--- config.mk ---
export PLATFORM = sky130hd
export DESIGN_NAME = i2c_reg_ctrl_flat
export DESIGN_NICKNAME = d
export VERILOG_FILES = /design/src/rtl/i2c_pkg.sv /design/src/rtl/i2c_reg_ctrl_if.sv /design/src/rtl/i2c_regfile.sv /design/src/rtl/i2c_reg_ctrl.sv /design/src/flat_wrapper.sv
export SDC_FILE = /design/constraint.sdc
export NUM_CORES = 1
export LEC_CHECK = 0
export ABC_AREA = 0
export BUFFER_PORTS_ARGS = -buffer_cell sky130_fd_sc_hd__buf_2
export CORE_UTILIZATION = 30
export CTS_BUF_LIST = sky130_fd_sc_hd__clkbuf_4
export DETAILED_ROUTE_END_ITERATION = 16
export PLACE_DENSITY_LB_ADDON = 0.12
export SLEW_MARGIN = 15
export SYNTH_ARGS = -nofsm -noshare
export SYNTH_HDL_FRONTEND = slang
export SYNTH_SLANG_ARGS = --single-unit
--- constraint.sdc ---
create_clock -name clk -period 9.2 [get_ports clk]
set_input_delay 1.84 -clock clk [delete_from_list [all_inputs] [get_ports clk]]
set_output_delay 1.84 -clock clk [all_outputs]
set_load 0.1 [all_outputs]
--- src/rtl/i2c_pkg.sv ---
// Shared types and constants for the I2C register controller.
// Register-file depth default, transaction direction encoding and the FSM states.
package i2c_pkg;

    typedef enum logic [1:0] {
        IDLE,
        PTR,
        WRITE,
        READ
    } i2c_state_e;

    localparam int unsigned DEFAULT_NUM_REGS = 16;
    localparam logic        I2C_RW_READ      = 1'b1;

endpackage

--- src/rtl/i2c_reg_ctrl_if.sv ---
// Byte-level I2C peripheral events plus the local fabric access port.
// The master modport is the peripheral/fabric side; the slave modport is the controller.
interface i2c_reg_ctrl_if #(
    parameter int unsigned AW = 4
);

    logic          i2c_start;
    logic          i2c_rw;
    logic          i2c_stop;
    logic          i2c_rx_valid;
    logic [7:0]    i2c_rx_data;
    logic          i2c_tx_req;
    logic [7:0]    i2c_tx_data;
    logic          i2c_tx_valid;

    logic          loc_req;
    logic          loc_we;
    logic [AW-1:0] loc_addr;
    logic [7:0]    loc_wdata;
    logic          loc_gnt;
    logic [7:0]    loc_rdata;
    logic          loc_rvalid;

    modport master (
        output i2c_start, i2c_rw, i2c_stop, i2c_rx_valid, i2c_rx_data, i2c_tx_req,
        output loc_req, loc_we, loc_addr, loc_wdata,
        input  i2c_tx_data, i2c_tx_valid, loc_gnt, loc_rdata, loc_rvalid
    );

    modport slave (
        input  i2c_start, i2c_rw, i2c_stop, i2c_rx_valid, i2c_rx_data, i2c_tx_req,
        input  loc_req, loc_we, loc_addr, loc_wdata,
        output i2c_tx_data, i2c_tx_valid, loc_gnt, loc_rdata, loc_rvalid
    );

endinterface

--- src/rtl/i2c_regfile.sv ---
// NUM_REGS x 8 register file: one write port, one registered read port.
// A read in the same cycle as a write to the same address returns the old value.
module i2c_regfile
    import i2c_pkg::*;
#(
    parameter int unsigned NUM_REGS = DEFAULT_NUM_REGS,
    parameter int unsigned AW       = $clog2(NUM_REGS)
) (
    input  logic          clk,
    input  logic          rst,
    input  logic          we,
    input  logic [AW-1:0] waddr,
    input  logic [7:0]    wdata,
    input  logic          re,
    input  logic [AW-1:0] raddr,
    output logic [7:0]    rdata
);

    logic [NUM_REGS-1:0][7:0] regs;

    always_ff @(posedge clk or posedge rst) begin
        if (rst) begin
            regs  <= '0;
            rdata <= 8'h00;
        end else begin
            if (we) begin
                regs[waddr] <= wdata;
            end
            if (re) begin
                rdata <= regs[raddr];
            end
        end
    end

endmodule

--- src/rtl/i2c_reg_ctrl.sv ---
// Turns the I2C peripheral byte stream into pointer/auto-increment register accesses,
// sharing the register file with a local port that yields to I2C traffic.
module i2c_reg_ctrl
    import i2c_pkg::*;
#(
    parameter int unsigned NUM_REGS = DEFAULT_NUM_REGS,
    parameter int unsigned AW       = $clog2(NUM_REGS)
) (
    input  logic           clk,
    input  logic           rst,
    i2c_reg_ctrl_if.slave  bus,
    output logic           wr_pulse,
    output logic [AW-1:0]  wr_addr,
    output logic           busy
);

    i2c_state_e    state;
    logic [AW-1:0] ptr;

    logic          i2c_wr;
    logic          i2c_rd;
    logic          i2c_access;
    logic          loc_wr;
    logic          loc_rd;

    logic          rf_we;
    logic          rf_re;
    logic [AW-1:0] rf_waddr;
    logic [AW-1:0] rf_raddr;
    logic [7:0]    rf_wdata;
    logic [7:0]    rf_rdata;

    logic          tx_valid_q;
    logic          loc_rvalid_q;
    logic [7:0]    tx_hold_q;
    logic [7:0]    loc_hold_q;

    // A coincident START drops the byte or request, so it is not an access.
    always_comb begin
        i2c_wr     = ~bus.i2c_start & bus.i2c_rx_valid & (state == WRITE);
        i2c_rd     = ~bus.i2c_start & bus.i2c_tx_req & (state == READ);
        i2c_access = i2c_wr | i2c_rd;
        loc_wr     = bus.loc_gnt & bus.loc_we;
        loc_rd     = bus.loc_gnt & ~bus.loc_we;
        rf_we      = i2c_wr | loc_wr;
        rf_waddr   = i2c_wr ? ptr : bus.loc_addr;
        rf_wdata   = i2c_wr ? bus.i2c_rx_data : bus.loc_wdata;
        rf_re      = i2c_rd | loc_rd;
        rf_raddr   = i2c_rd ? ptr : bus.loc_addr;
    end

    assign bus.loc_gnt = bus.loc_req & ~i2c_access & ~rst;

    i2c_regfile #(
        .NUM_REGS (NUM_REGS),
        .AW       (AW)
    ) u_regfile (
        .clk   (clk),
        .rst   (rst),
        .we    (rf_we),
        .waddr (rf_waddr),
        .wdata (rf_wdata),
        .re    (rf_re),
        .raddr (rf_raddr),
        .rdata (rf_rdata)
    );

    // The shared read register feeds whichever side read last; each side keeps its own copy.
    assign bus.i2c_tx_valid = tx_valid_q;
    assign bus.i2c_tx_data  = tx_valid_q ? rf_rdata : tx_hold_q;
    assign bus.loc_rvalid   = loc_rvalid_q;
    assign bus.loc_rdata    = loc_rvalid_q ? rf_rdata : loc_hold_q;
    assign busy             = (state != IDLE);

    always_ff @(posedge clk or posedge rst) begin
        if (rst) begin
            state        <= IDLE;
            ptr          <= '0;
            tx_valid_q   <= 1'b0;
            loc_rvalid_q <= 1'b0;
            tx_hold_q    <= 8'h00;
            loc_hold_q   <= 8'h00;
            wr_pulse     <= 1'b0;
            wr_addr      <= '0;
        end else begin
            tx_valid_q   <= i2c_rd;
            loc_rvalid_q <= loc_rd;
            wr_pulse     <= rf_we;
            if (rf_we) begin
                wr_addr <= rf_waddr;
            end
            if (tx_valid_q) begin
                tx_hold_q <= rf_rdata;
            end
            if (loc_rvalid_q) begin
                loc_hold_q <= rf_rdata;
            end

            if (bus.i2c_start) begin
                state <= (bus.i2c_rw == I2C_RW_READ) ? READ : PTR;
            end else begin
                case (state)
                    PTR: begin
                        if (bus.i2c_rx_valid) begin
                            ptr   <= bus.i2c_rx_data[AW-1:0];
                            state <= WRITE;
                        end
                    end
                    WRITE: begin
                        if (i2c_wr) begin
                            ptr <= ptr + AW'(1);
                        end
                    end
                    READ: begin
                        if (i2c_rd) begin
                            ptr <= ptr + AW'(1);
                        end
                    end
                    default: ;
                endcase
                // STOP still lets a same-cycle WRITE byte land before going idle.
                if (bus.i2c_stop) begin
                    state <= IDLE;
                end
            end
        end
    end

endmodule
--- src/flat_wrapper.sv ---
// flat-port wrapper written by rule: the top's interface ports become plain ports
module i2c_reg_ctrl_flat import i2c_pkg::*;
#(
    parameter int unsigned NUM_REGS = DEFAULT_NUM_REGS,
    parameter int unsigned AW       = $clog2(NUM_REGS)
)
  (clk, rst, wr_pulse, wr_addr, busy, bus_i2c_start, bus_i2c_rw, bus_i2c_stop, bus_i2c_rx_valid, bus_i2c_rx_data, bus_i2c_tx_req, bus_loc_req, bus_loc_we, bus_loc_addr, bus_loc_wdata, bus_i2c_tx_data, bus_i2c_tx_valid, bus_loc_gnt, bus_loc_rdata, bus_loc_rvalid);
  i2c_reg_ctrl_if #(.AW(AW)) bus_i ();
  input  logic clk;
  input  logic rst;
  output logic wr_pulse;
  output logic [AW-1:0] wr_addr;
  output logic busy;
  input wire logic [$bits(bus_i.i2c_start)-1:0] bus_i2c_start;
  input wire logic [$bits(bus_i.i2c_rw)-1:0] bus_i2c_rw;
  input wire logic [$bits(bus_i.i2c_stop)-1:0] bus_i2c_stop;
  input wire logic [$bits(bus_i.i2c_rx_valid)-1:0] bus_i2c_rx_valid;
  input wire logic [$bits(bus_i.i2c_rx_data)-1:0] bus_i2c_rx_data;
  input wire logic [$bits(bus_i.i2c_tx_req)-1:0] bus_i2c_tx_req;
  input wire logic [$bits(bus_i.loc_req)-1:0] bus_loc_req;
  input wire logic [$bits(bus_i.loc_we)-1:0] bus_loc_we;
  input wire logic [$bits(bus_i.loc_addr)-1:0] bus_loc_addr;
  input wire logic [$bits(bus_i.loc_wdata)-1:0] bus_loc_wdata;
  output wire logic [$bits(bus_i.i2c_tx_data)-1:0] bus_i2c_tx_data;
  output wire logic [$bits(bus_i.i2c_tx_valid)-1:0] bus_i2c_tx_valid;
  output wire logic [$bits(bus_i.loc_gnt)-1:0] bus_loc_gnt;
  output wire logic [$bits(bus_i.loc_rdata)-1:0] bus_loc_rdata;
  output wire logic [$bits(bus_i.loc_rvalid)-1:0] bus_loc_rvalid;
  assign bus_i.i2c_start = bus_i2c_start;
  assign bus_i.i2c_rw = bus_i2c_rw;
  assign bus_i.i2c_stop = bus_i2c_stop;
  assign bus_i.i2c_rx_valid = bus_i2c_rx_valid;
  assign bus_i.i2c_rx_data = bus_i2c_rx_data;
  assign bus_i.i2c_tx_req = bus_i2c_tx_req;
  assign bus_i.loc_req = bus_loc_req;
  assign bus_i.loc_we = bus_loc_we;
  assign bus_i.loc_addr = bus_loc_addr;
  assign bus_i.loc_wdata = bus_loc_wdata;
  assign bus_i2c_tx_data = bus_i.i2c_tx_data;
  assign bus_i2c_tx_valid = bus_i.i2c_tx_valid;
  assign bus_loc_gnt = bus_i.loc_gnt;
  assign bus_loc_rdata = bus_i.loc_rdata;
  assign bus_loc_rvalid = bus_i.loc_rvalid;
  i2c_reg_ctrl #(.NUM_REGS(NUM_REGS), .AW(AW)) u_core (.clk(clk), .rst(rst), .bus(bus_i), .wr_pulse(wr_pulse), .wr_addr(wr_addr), .busy(busy));
endmodule
[Yosys cells after proc, flatten, opt, wreduce, memory -nomap -nowiden]
Cells that the tools add are included.
Operators by class
  $add $sub $neg: 1
  multipliers: 0
  divide/modulo/power cells: 0
  order comparisons: 3
  equal/unequal tests: 6
  shifts and indexed selects: 0
  multiplexer cells: 19
  bitwise operators: 15
  reduce and logical (&&, ||, !) cells: 7
Operators by type and width (number)
  $bwmux 128: 1
  $mux 8: 5
  $bmux 8 s4: 1
  $demux 8 s4: 1
  $mux 4: 5
  $pmux 4 s3: 1
  $lt 4x5->1 const B: 2
  $mux 2: 5
  $reduce_bool 3->1: 3
  $and 1x1->1: 8
  $reduce_and 5->1: 1
  $add 4x1->4 const B: 1
  $eq 2x2->1 const B: 2
  $ge 4x1->1 const B: 1
  $ne 2x1->1 const B: 2
  $not 1->1: 4
  $or 1x1->1: 3
  $eq 2x1->1 const B: 1
  $ne 2x2->1 const B: 1
  $reduce_and 2->1: 1
  $reduce_bool 2->1: 1
  $logic_and 1x1->1: 1
Word-level totals
  register bits: 165
  bits in latches: 0
  bits in writable memories: 0
  memory bits (read-only): 0
  memories: 0

[Depth between registers and ports, before layout]
Gate-level depths: netlist (run 1).
  depth after elaboration: 9
  depth in mapped cells: 11
  depth with buffers taken out: 7

[By module]
From an unflattened synthesis (run 1), not the netlist that was laid out.
Unflattened totals
  cells, all modules: 544
  area total of the unflattened synthesis: 7747.4 µm²
By module, submodules not included
  i2c_regfile: instances 1, cells an instance 388, area each 6198.4 µm², sequential area each 3403.3 µm²
  i2c_reg_ctrl: instances 1, cells an instance 156, area each 1549.0 µm², sequential area each 725.7 µm²

[Least setup slack after synthesis (run 1)]
Ideal clock, no wire load.
  kind: input-to-output
  start point: input rst
  end point: output bus_loc_gnt
  data arrival time: 6.144 ns
  path slack: 1.216 ns
  stages on the path: 3
  cells stage by stage: inv_1 and4_1 buf_6
On the way
  longest elaborated chain between the ends: 2
RTL lines
  from (decl): line flat_wrapper.sv:10  | input logic rst;
  $not 1->1: line i2c_reg_ctrl.sv:52  | assign bus.loc_gnt = bus.loc_req & ~i2c_access & ~rst;
  $and 1x1->1: line i2c_reg_ctrl.sv:52
  to (decl): line flat_wrapper.sv:26  | output wire logic [$bits(bus_i.loc_gnt)-1:0] bus_loc_gnt;
No other way between the ends.

[Final worst setup path (run 1)]
  start point: input bus_i2c_start
  end point: output bus_loc_gnt
On the way
  longest elaborated chain between the ends: 7
RTL lines
  from (decl): line flat_wrapper.sv:14  | input wire logic [$bits(bus_i.i2c_start)-1:0] bus_i2c_start;
  $not 1->1 (no source line) (*)
  $and 1x1->1, on equally long branches (2 in series): line i2c_reg_ctrl.sv:40, i2c_reg_ctrl.sv:41
  $or 1x1->1 (*): line i2c_reg_ctrl.sv:42  | i2c_access = i2c_wr | i2c_rd;
  $not 1->1 (*): line i2c_reg_ctrl.sv:52
  $and 1x1->1 (*) (2 in series): line i2c_reg_ctrl.sv:52
Mark *: on every way between the ends. The rest lies on a longest branch, timed or not.

==> reports/results.ini, run 1 <==
[cts]
cts_root_buffer=clkbuf_4
clk_pin_slew_worst_paths_ns=0.14
cts_tree=done
htree_num_levels=4
ctsHoldBuffers=0
cts_setup_buffers=0
numCtsBuffers=17
cts_sinks=165
worstSkewPairLatency_ns=0.58
cts_resized=0
cts_buffer_depth=2

[logic_synthesis]
synth_seq_area_share=0.547
netlist_instances=782
synth_xor_area_frac=0.00116
synth_area_leaders=dfrtp_1 55%, nand2_1 9.3%, o21ai_0 5.8%
synth_largest_area_cell=dfrtp_1
yosys.cell_count.top_type=nand2_1
synth_top_family_by_area=compound AO/OA/AOI/OAI gates
netlist_top_cells_count=187 x nand2_1, 165 x dfrtp_1, 88 x o21ai_0, 71 x a21oi_1, 58 x nor2_1
synth_area_sq_mm=0.00754
synth_edf_count=0
synthAdderAreaFrac=0.00166
synth-seq-cells=165
synth-compound-area-share=0.167
ys_types=43
synth_nets=812
synth_top_area_frac=0.547
muxShareOfSynthArea=0.0790
avgSynthCellArea_sq_um=9.64
synthSimpleGateAreaFrac=0.166
ys.flop_type=dfrtp_1
synthArstFlopShare=1.00
ys_warn_count=0

[sta]
rsz0062_at_grt=false
skew_ns=0.0247
hold_violations=0
finalCritPeriodShare=0.587
max_freq_mhz=185
whs_ns=0.494
final-setup-viol-count=0
final.setup.tns_ns=0
finalCriticalPeriod_ns=5.40
timing.slew.headroom=0.348
worstMarginPinSlew_ns=0.951
maxSlewViolCount=0

[die]
io_pins=54
die_x_um=161
fp.dieArea_sq_mm=0.0258
die_h_um=161
rows=57
core_area_sq_mm=0.0245
initial_core_util=0.308

[drt]
routed_wl_mm=21.5
vias=5784
ant_nets=0
drt_iter0_markers=302
drtPass1Iterations=5
post_drt_wl_per_cell_um=18.5
drcViolationCount=0
vias_per_cell=5.00

[final_layout]
final_nets=849
drive_gt1_frac=0.173
nFillCells=2541
area_delta_synth_final_pct=10.9
stdcell_count=1157

[placement]
place_inst=1124
globalplace.congestion=0.750
io_buffers=53
dp_hpwl_mm=14.4

[worst_setup_path]
endpoint_kind=primary output
path_class=input port to primary output
reg2reg_depth=6
cp-start-kind=input port
cp.required_ns=7.36
crit_arrival_ns=3.56
cp_max_fo=18

[global_route]
grt_pass1_vias=5571
grt_max_degree=69
gr-usage-all-layers=0.174
grt_overflow_total=0
antenna_found_initial=1
grt_pass1_wl_mm=33.7

[pwr]
ir_worst_vdd_uv=268
p_per_area_mw_per_mm2=252
power_leakage_uw=0.00374

[flow_run]
drv_cap=0

[status]
status=finished clean

[worst_hold_path]
min_path_type=flip-flop to flip-flop
min_path_cells=2

-- registers in the layout, indices dropped and copies added (netlist names) --
| name | count |
|---|---|
| u_core.bus.loc_rvalid | 1 |
| u_core.tx_hold_q | 8 |
| u_core.wr_pulse | 1 |
| u_core.u_regfile.regs | 128 |
| u_core.bus.i2c_tx_valid | 1 |
| u_core.wr_addr | 4 |
| u_core.state | 2 |
| u_core.ptr | 4 |
| u_core.loc_hold_q | 8 |
| u_core.u_regfile.rdata | 8 |
-- routing by layer --
layer	part of all wire	track usage	up-vias
li1	-	-	2805
met1	0.48	0.238	2863
met2	0.48	0.281	100
met3	0.031	0.0343	16
met4	0.012	0.0481	0
met5	0	0	-
-- path summary, 6_finish.rpt --
kind / start / end / slack (ns)
hold reg to reg: u_core.u_regfile.regs[36]$_DFFE_PP0P_ / u_core.u_regfile.regs[36]$_DFFE_PP0P_ / 0.49
max in group asynchronous: rst / u_core.u_regfile.regs[0]$_DFFE_PP0P_ / 6.68
min in group asynchronous: rst / u_core.wr_addr[0]$_DFFE_PP0P_ / 1.26
setup reg to reg: u_core.state[1]$_DFFE_PP0P_ / u_core.u_regfile.rdata[0]$_DFFE_PP0P_ / 5.71
hold / removal: u_core.u_regfile.regs[36]$_DFFE_PP0P_ / u_core.u_regfile.regs[36]$_DFFE_PP0P_ / 0.49
setup / recovery: bus_i2c_start / bus_loc_gnt / 3.80
-- per-stage QoR --
step | cell area (sq um) | power [uW] | util | worst slack [ns]
6_report | 8360 | 2100 | 0.342 | 3.80
5_1_grt | 8360 | 2240 | 0.342 | 3.65
4_1_cts | 8360 | 2130 | 0.342 | 3.36
3_5_place_dp | 8100 | 1710 | 0.331 | 3.37
3_3_place_gp | 8100 | 1690 | 0.331 | 3.43
2_1_floorplan | 7540 | 1550 | - | 1.22
-- worst max-delay path, cell delays in order --
cell	delay, ns
buf_2	0.13
nand4bb_2	0.69
and4_1	0.57
buf_2	0.32
-- logic make-up (layout without fill, tap and decap cells) --
group / after synthesis / after routing
and+or+nand+nor: 289 / 289
AOI/OAI and AO/OA: 214 / 214
DFF: 165 / 165
other: 0 / 1
buffers and inverters: 57 / 107
muxes: 55 / 55
xor gates and xnor gates: 1 / 1
adders and majority gates: 1 / 1
-- cell usage in the layout (no fill, tap or decap), drive strengths merged, types with 6 or more instances in the layout --
| cell | synthesis | routed |
|---|---|---|
| buf | 29 | 68 |
| o31ai | 6 | 6 |
| nand3 | 19 | 19 |
| inv | 7 | 10 |
| a221oi | 6 | 6 |
| mux2 | 23 | 23 |
| o21ai | 98 | 98 |
| a32oi | 20 | 20 |
| a21oi | 71 | 71 |
| mux2i | 32 | 32 |
| clkbuf | 21 | 17 |
| nor2 | 58 | 58 |
| nand2 | 187 | 187 |
| a31oi | 9 | 9 |
| dfrtp | 165 | 165 |
| clkinv | 0 | 8 |
-- power breakdown --
group	switching (uW)	leakage [uW]	total (uW)	internal, uW
clock network	275	0.000133	411	135
registers	114	0.00212	1020	910
logic	494	0.00149	669	175
-- area by class of cell --
type                       instances  area [sq um]  area share
antenna                            1          2.50    0.000299
tap                              324           405      0.0485
multi-input combinational        560          3160       0.377
clock buffer                      17           128      0.0153
inverter                           7          31.3     0.00374
clock inverter                    15           133      0.0159
timing repair buffer              68           378      0.0452
sequential                       165          4130       0.494
Note: power is estimated with default switching activity, not from simulation.
==> run 2, diff against run 1 <==
==> constraint.sdc (replaced) <==
create_clock -name clk -period 4.8 [get_ports clk]
set_input_delay 0.96 -clock clk [delete_from_list [all_inputs] [get_ports clk]]
set_output_delay 0.96 -clock clk [all_outputs]
set_load 0.1 [all_outputs]
==> run 2 against run 1 <==
Compared with the run above:
- clock power grew 130%
- utilization is 0.73 points higher
- non-clock buffer count is 1 higher
- global-route usage up 0.73 points
- cell area is 2.1% higher
- wire length is 5.0% higher
- power grew 100%
- combinational power grew 96%
- sequential share of layout area decreased by 1.0 points
- die area is the same
- first-iteration DRC count increased by 46%
- critical path type is now flip-flop to primary output
- critical endpoint unchanged
- largest cell class unchanged
- highest routed layer is now met5
==> reports/results.ini, run 2 (same netlist as run 1, synthesis figures left out) <==
[status]
status=finished clean

[sta]
rsz0062_at_grt=false
max_freq_mhz=282
finalCritPeriodShare=0.738
hold_violations=0
finalCriticalPeriod_ns=3.54
worstMarginPinSlew_ns=1.13
final-setup-viol-count=0
timing.slew.headroom=0.244
maxSlewViolCount=0
skew_ns=0.0195
setup_slack_ns=1.26

[final_layout]
nFillCells=2502
largest_register_ffs=128
largest-register=u_core.u_regfile.regs
layout_common_cells=186 x nand2_1, 165 x dfrtp_1, 79 x o21ai_0
final_nets=850
drive_gt1_frac=0.209
area_delta_synth_final_pct=13.3
final_common_cell=nand2_1

[worst_setup_path]
r2r_slack_ns=1.62
crit_arrival_ns=2.58
reg2reg_depth=6
cp.required_ns=3.84
critPathMaxStageDelay_ns=0.59
cp_max_fo=18
cp-start-kind=flip-flop
path_cells=nand4bb_1, buf_4, and4_1, buf_2
path_class=flip-flop to primary output
cp_slowest_cell=dfrtp_1
r2r-end=u_core.u_regfile.rdata[3]$_DFFE_PP0P_
endpoint_kind=primary output
reg2reg_from=u_core.state[1]$_DFFE_PP0P_

[global_route]
grt_max_degree=167
grt_pass1_wl_mm=34.9
antenna_found_initial=2
grt_overflow_total=0
gr-usage-all-layers=0.182
grt_pass1_vias=5751

[pwr]
ir_worst_vdd_uv=308
power_leakage_uw=0.00376
total_power_uw=4240
p_per_area_mw_per_mm2=496

[cts]
cts_tree=done
cts_setup_buffers=0
cts_buffer_depth=2
clk_pin_slew_worst_paths_ns=0.15
cts_root_buffer=clkbuf_4
cts_resized=0
ctsHoldBuffers=0
worstSkewPairLatency_ns=0.59
cts_sinks=165
htree_num_levels=4
numCtsBuffers=17

[die]
die_h_um=161
initial_core_util=0.308
core_area_sq_mm=0.0245
rows=57
die_x_um=161
fp.dieArea_sq_mm=0.0258
io_pins=54

[placement]
dpl_worst_slack_ns=1.14
globalplace.congestion=0.852
dp_hpwl_mm=15.3
io_buffers=53

[flow_run]
drv_cap=0

[drt]
post_drt_wl_per_cell_um=19.4
drt_iter0_markers=441
ant_nets=0
drtPass1Iterations=7
drcViolationCount=0
routed_wl_mm=22.5
vias=5959
vias_per_cell=5.14

[worst_hold_path]
hold_path_end=u_core.u_regfile.regs[43]$_DFFE_PP0P_
min-delay-start=u_core.u_regfile.regs[43]$_DFFE_PP0P_
min_path_type=flip-flop to flip-flop
min_path_cells=2

[run 2: how the worst max path moves through the flow]
stage	endpoint	slack, ns	start	cells after the start
floorplan	bus_loc_gnt	-0.24	rst	3
global placement	u_core.u_regfile.rdata[6]$_DFFE_PP0P_	1.26	bus_i2c_start	7
detailed placement	u_core.u_regfile.rdata[3]$_DFFE_PP0P_	1.14	bus_i2c_start	7
CTS	bus_loc_gnt	1.24	u_core.state[1]$_DFFE_PP0P_	4
global route	bus_loc_gnt	1.10	u_core.state[1]$_DFFE_PP0P_	4
finish	bus_loc_gnt	1.26	u_core.state[1]$_DFFE_PP0P_	4
[run 2: final cells by class]
| type | instances | area [sq um] | area share |
|---|---|---|---|
| antenna | 2 | 5.00 | 0.000586 |
| inverter | 7 | 30.0 | 0.00352 |
| timing repair buffer | 69 | 398 | 0.0466 |
| clock inverter | 14 | 188 | 0.0220 |
| tap | 324 | 405 | 0.0475 |
| sequential | 165 | 4130 | 0.483 |
| clock buffer | 18 | 135 | 0.0158 |
| multi-input combinational | 560 | 3250 | 0.381 |
[run 2: critical path: cells and delay by family (launching register included)]
family | cells | cell delay, ns
buffers and inverters | 2 | 0.81
flip-flops | 1 | 0.59
AND/OR/NAND/NOR | 2 | 0.59
[run 2: where the power goes]
group,switching (uW),internal [uW],leakage (uW),total [uW]
Clock,548,384,0.000170,932
Sequential,248,1740,0.00212,1990
Combinational,965,348,0.00147,1310
[run 2: metrics by stage]
step / area, sq um / hold slack (ns) / utilization / TNS (ns) / std cells
CTS: 8540 / 0.499 / 0.349 / 0 / 1157
global route: 8540 / 0.522 / 0.349 / 0 / 1159
finish: 8540 / 0.497 / 0.349 / 0 / 1159
floorplan: 7720 / 0.448 / - / -16.08 / 782
global placement: 8210 / 0.460 / 0.336 / 0 / 1125
detailed placement: 8210 / 0.465 / 0.336 / 0 / 1125
[run 2: metal layers]
layer	part of all wire	track usage	up-vias	wire, um
met1	0.47	0.249	2975	10600
met2	0.47	0.284	148	10500
li1	-	-	2807	-
met4	0.023	0.0658	2	509
met5	0.00058	0	-	13
met3	0.042	0.0369	27	939
